[config.mk]
export PLATFORM = sky130hd
export DESIGN_NAME = ir_nec_tx
export DESIGN_NICKNAME = d
export VERILOG_FILES = /design/src/rtl/ir_nec_tx.sv
export SDC_FILE = /design/constraint.sdc
export NUM_CORES = 1
export LEC_CHECK = 0
export CELL_PAD_IN_SITES_DETAIL_PLACEMENT = 1
export CELL_PAD_IN_SITES_GLOBAL_PLACEMENT = 2
export CORE_MARGIN = 4
export CORE_UTILIZATION = 40
export CTS_BUF_LIST = sky130_fd_sc_hd__clkbuf_8
export DETAILED_ROUTE_END_ITERATION = 10
export PLACE_DENSITY_LB_ADDON = 0.1
export SLEW_MARGIN = 10
export SYNTH_ARGS = -nofsm -noshare
export SYNTH_HDL_FRONTEND = slang
export SYNTH_SLANG_ARGS = --single-unit
[constraint.sdc]
create_clock -name clk -period 3.1 [get_ports clk]
set_clock_uncertainty 0.15 [all_clocks]
set_input_delay 0.62 -clock clk [delete_from_list [all_inputs] [get_ports clk]]
set_output_delay 0.62 -clock clk [all_outputs]
set_load 0.1 [all_outputs]
[src/rtl/ir_nec_tx.sv]
`timescale 1ns/1ps
`default_nettype none
// ============================================================================
// Module   : ir_nec_tx
// Brief    : NEC infrared frame transmitter with optional carrier modulation.
// Revision : 1.0
// ============================================================================
module ir_nec_tx #(
  parameter int CARRIER_HALF = 658,
  parameter int BIT_UNIT     = 28125,
  parameter int GAP_UNITS    = 72,
  parameter int CARRIER_EN   = 1
) (
  input  logic       clk,
  input  logic       rst_n,
  input  logic       start,
  input  logic [7:0] addr,
  input  logic [7:0] cmd,
  output logic       ir_out,
  output logic       envelope,
  output logic       busy,
  output logic       done
);

  localparam int C_MAX_UNITS = (GAP_UNITS > 16) ? GAP_UNITS : 16;
  localparam int C_SEG_W     = $clog2(C_MAX_UNITS);
  localparam int C_UNIT_W    = $clog2(BIT_UNIT);
  localparam int C_CAR_W     = $clog2(CARRIER_HALF + 1);

  localparam logic [C_UNIT_W-1:0] C_UNIT_LAST = C_UNIT_W'(BIT_UNIT - 1);
  localparam logic [C_CAR_W-1:0]  C_CAR_LAST  = C_CAR_W'(CARRIER_HALF - 1);
  localparam logic [C_SEG_W-1:0]  C_GAP_LAST  = C_SEG_W'(GAP_UNITS - 1);

  typedef enum logic [2:0] {
    S_IDLE       = 3'd0,
    S_LEAD_MARK  = 3'd1,
    S_LEAD_SPACE = 3'd2,
    S_BIT_MARK   = 3'd3,
    S_BIT_SPACE  = 3'd4,
    S_STOP_MARK  = 3'd5,
    S_GAP        = 3'd6
  } state_t;

  state_t              state_q;
  logic [31:0]         data_q;
  logic [4:0]          bit_q;
  logic [C_UNIT_W-1:0] unit_q;
  logic [C_SEG_W-1:0]  seg_q;
  logic [C_CAR_W-1:0]  car_q;
  logic                ir_q;
  logic                env_q;
  logic                busy_q;
  logic                done_q;

  logic [C_SEG_W-1:0]  w_seg_last;
  logic                w_unit_last;
  logic                w_seg_end;

  // Index of the last unit of the current state; a 1 bit stretches its space to 3 units.
  always_comb begin
    w_seg_last = '0;
    case (state_q)
      S_LEAD_MARK:  w_seg_last = C_SEG_W'(15);
      S_LEAD_SPACE: w_seg_last = C_SEG_W'(7);
      S_BIT_SPACE:  w_seg_last = data_q[bit_q] ? C_SEG_W'(2) : '0;
      S_GAP:        w_seg_last = C_GAP_LAST;
      default:      w_seg_last = '0;
    endcase
  end

  assign w_unit_last = (unit_q == C_UNIT_LAST);
  assign w_seg_end   = w_unit_last && (seg_q == w_seg_last);

  always_ff @(posedge clk or negedge rst_n) begin
    if (!rst_n) begin
      state_q <= S_IDLE;
      data_q  <= '0;
      bit_q   <= '0;
      unit_q  <= '0;
      seg_q   <= '0;
      car_q   <= '0;
      ir_q    <= 1'b0;
      env_q   <= 1'b0;
      busy_q  <= 1'b0;
      done_q  <= 1'b0;
    end else begin
      done_q <= 1'b0;
      if (state_q == S_IDLE) begin
        unit_q <= '0;
        seg_q  <= '0;
        car_q  <= '0;
        if (start) begin
          data_q  <= {~cmd, cmd, ~addr, addr};
          bit_q   <= '0;
          state_q <= S_LEAD_MARK;
          busy_q  <= 1'b1;
          env_q   <= 1'b1;
          ir_q    <= 1'b1;
        end
      end else if (w_seg_end) begin
        // Every mark entry restarts the carrier phase so the mark opens high.
        unit_q <= '0;
        seg_q  <= '0;
        car_q  <= '0;
        case (state_q)
          S_LEAD_MARK: begin
            state_q <= S_LEAD_SPACE;
            env_q   <= 1'b0;
            ir_q    <= 1'b0;
          end
          S_LEAD_SPACE: begin
            state_q <= S_BIT_MARK;
            env_q   <= 1'b1;
            ir_q    <= 1'b1;
          end
          S_BIT_MARK: begin
            state_q <= S_BIT_SPACE;
            env_q   <= 1'b0;
            ir_q    <= 1'b0;
          end
          S_BIT_SPACE: begin
            state_q <= (bit_q == 5'd31) ? S_STOP_MARK : S_BIT_MARK;
            bit_q   <= bit_q + 5'd1;
            env_q   <= 1'b1;
            ir_q    <= 1'b1;
          end
          S_STOP_MARK: begin
            state_q <= S_GAP;
            env_q   <= 1'b0;
            ir_q    <= 1'b0;
            done_q  <= 1'b1;
          end
          default: begin
            state_q <= S_IDLE;
            busy_q  <= 1'b0;
            env_q   <= 1'b0;
            ir_q    <= 1'b0;
          end
        endcase
      end else begin
        if (w_unit_last) begin
          unit_q <= '0;
          seg_q  <= seg_q + 1'b1;
        end else begin
          unit_q <= unit_q + 1'b1;
        end
        if (env_q && (CARRIER_EN != 0)) begin
          if (car_q == C_CAR_LAST) begin
            car_q <= '0;
            ir_q  <= ~ir_q;
          end else begin
            car_q <= car_q + 1'b1;
          end
        end
      end
    end
  end

  assign ir_out   = ir_q;
  assign envelope = env_q;
  assign busy     = busy_q;
  assign done     = done_q;

endmodule
`default_nettype wire

==> flow_summary.json <==
{
  "grt_pass1_vias": 3195,
  "fin_crit_sh_pct": 93.8,
  "ir_drop_uv": 291,
  "rsz0062_at_grt": "false",
  "synth_most_common_cell": "dfrtp_1",
  "worst_slew_pin_slew_ps": 967,
  "syn_to_final_growth_pct": 16.1,
  "yosys.area.top_type_share_pct": 47.9,
  "chipWidth_um": 108,
  "multi_input_area_mm2": 0.00195,
  "avgSynthCellArea_um2": 9.92,
  "synth_cell_types": 53,
  "htreeDepth": 3,
  "critPathTopFamily": "simple AND/OR/NAND/NOR gates",
  "slowest_stage": "or4b_4",
  "dieArea_mm2": 0.0116,
  "fillers": 1103,
  "root_buffer": "clkbuf_8",
  "num_io_pins": 23,
  "max_cap_violations": 0,
  "clk_path_buf_depth": 2,
  "detail_route.wl_per_cell_um": 15.5,
  "port_buffers": 22,
  "totalWireLength_um": 8830,
  "viasPerCell": 5.25,
  "setup_violations": 0,
  "postLayoutCellArea_mm2": 0.00461,
  "crit_buf_inv": 1,
  "crit_type": "reg2reg",
  "power_leakage_nw": 2.01,
  "fin_nets": 456,
  "min_period_ps": 2910,
  "status": "finished clean",
  "drc": 0,
  "clock_sinks": 76,
  "synth_area_leader_cell": "dfrtp_1",
  "synth_cells": 400,
  "row_count": 36,
  "cp.required_ps": 3190,
  "gr-total-overflow": 0,
  "worst-path-max-fanout": 17,
  "cts_made_buffers": 9,
  "synth.cell_area_mm2": 0.00397,
  "antenna_found_initial": 0,
  "grt_pass1_wl_um": 15400,
  "async_flop_share_pct": 100,
  "die_h_um": 108,
  "synthTopCellsByCount": "dfrtp_1, nor2_1, a21oi_1",
  "diodes": 0,
  "vias": 2980,
  "holdWs_ps": 246,
  "crit_arrival_ps": 3000,
  "crit_chain": "or4b_4 > nor4_4 > nand2_2 > nor3_4 > nand3b_1 > o2111ai_4 > or2_1 > buf_12 > o31ai_1",
  "start_kind": "register",
  "globalplace.congestion": 0.746,
  "power.density_mw_per_mm2": 736,
  "post_cts_buffers": 0,
  "end_kind": "register",
  "first_pass_iters": 4,
  "drive_gt1_share_pct": 14.5,
  "synth_nets": 426,
  "ctsHoldBuffers": 0,
  "clock_latency_ps": 350,
  "synth.area.top_cells": "dfrtp_1, nor2_1, mux2_2, mux2i_1, a21oi_1",
  "gr-usage-all-layers_pct": 16.8,
  "drtAntennaViolNets": 0,
  "post-dp-hpwl_um": 6170,
  "ys_ff_latch": 76,
  "post_cts_resized": 0,
  "cpPeakStageDelay_ps": 560,
  "drt_iter0_markers": 91,
  "placed_area_mm2": 0.00440,
  "yosysSeqAreaShare_pct": 47.9,
  "timing.setup.tns_ps": 0,
  "yosys_warnings": 0,
  "cts_tree": "done",
  "seq_area_mm2": 0.00190,
  "hold_viol": 0,
  "synth_enable_flop_cells": 0,
  "synth_flop_cell": "dfrtp_1",
  "relSlewSlack_pct": 35.6,
  "timing.fmax_mhz": 344,
  "core_area_mm2": 0.00973,
  "grt_start_max_net_pins": 77,
  "start_util_pct": 40.8,
  "slew_viol_final": 0,
  "path_clk_slew_ps": 80,
  "min_path_type": "in2async"
}
[worst reg2reg max path: stages, from the launching register on]
cell and delay [ps]:
dfrtp_1 420, or4b_4 560, nor4_4 320, nand2_2 100, nor3_4 270, nand3b_1 170
o2111ai_4 340, or2_1 220, buf_12 160, o31ai_1 80
[logic make-up after synthesis]
group,after synthesis,share of synthesized area (%)
mux,33,8.83
flops,76,47.9
compound gates,80,13.6
xor+xnor,19,4.19
fa+ha+maj,7,2.21
buf+inv,31,3.50
simple gates,154,19.7
[power by group]
group          switching (W)  total [W]  internal [W]
logic               0.000639    0.00114      0.000500
registers           0.000222    0.00151       0.00129
clock network       0.000379   0.000748      0.000369
[per-stage QoR]
| step | total power (W) | setup slack, ps | util [%] | cells |
|---|---|---|---|---|
| 2_1_floorplan | 0.00230 | 422 | - | 400 |
| 3_3_place_gp | 0.00264 | 177 | 45.3 | 552 |
| 3_5_place_dp | 0.00269 | 108 | 45.3 | 552 |
| 4_1_cts | 0.00347 | 100 | 47.2 | 568 |
| 5_1_grt | 0.00366 | 21.3 | 47.4 | 568 |
| 6_report | 0.00339 | 191 | 47.4 | 568 |
[flip-flops by register name, summed over array words and instances, names as in the netlist]
name      cells
busy          1
car_q        10
seg_q         7
state_q       3
envelope      1
ir_out        1
unit_q       15
bit_q         5
done          1
data_q       32
[layer usage]
layer  up-vias  GRT usage [%]  part of all wire [%]  wire length, um
met5         -              0                     0                0
met4         0           8.03                   2.0              174
met3        13           3.06                   2.4              213
met2        29           27.7                    49             4290
met1      1468           21.3                    47             4150
li1       1470              -                     -                -
[area by class of cell]
| type | instances | share of cell area [%] |
|---|---|---|
| flip-flops and latches | 76 | 41.3 |
| repair buffers | 39 | 7.82 |
| clock inverters | 7 | 1.49 |
| multi-input cells | 293 | 42.2 |
| clock buffers | 9 | 2.69 |
| inverters | 11 | 0.896 |
| well taps | 133 | 3.61 |
[worst paths after layout]
kind                       cells past startpoint  slack [ps]  startpoint  endpoint
min in group clk                               1         330        busy      busy
setup / recovery                               9         190  unit_q[12]  seg_q[0]
hold reg to reg                                1         330        busy      busy
setup reg to reg                               9         190  unit_q[12]  seg_q[0]
hold / removal                                 1         250       rst_n  seg_q[4]
max in group asynchronous                      1        1910       rst_n  bit_q[4]
[cell usage in the layout, fill, tap and decap left out, types with 9 or more instances in the layout]
master and n:
dfrtp_1 76, nor2_1 59, a21oi_1 29, nand2_1 21, buf_4 20, mux2i_1 17
clkdlybuf4s50_1 17, nand3_1 16, xor2_1 16, mux2_2 16, inv_1 12, o21ai_0 12
clkbuf_8 9
Note: power is estimated with default switching activity, not from simulation.
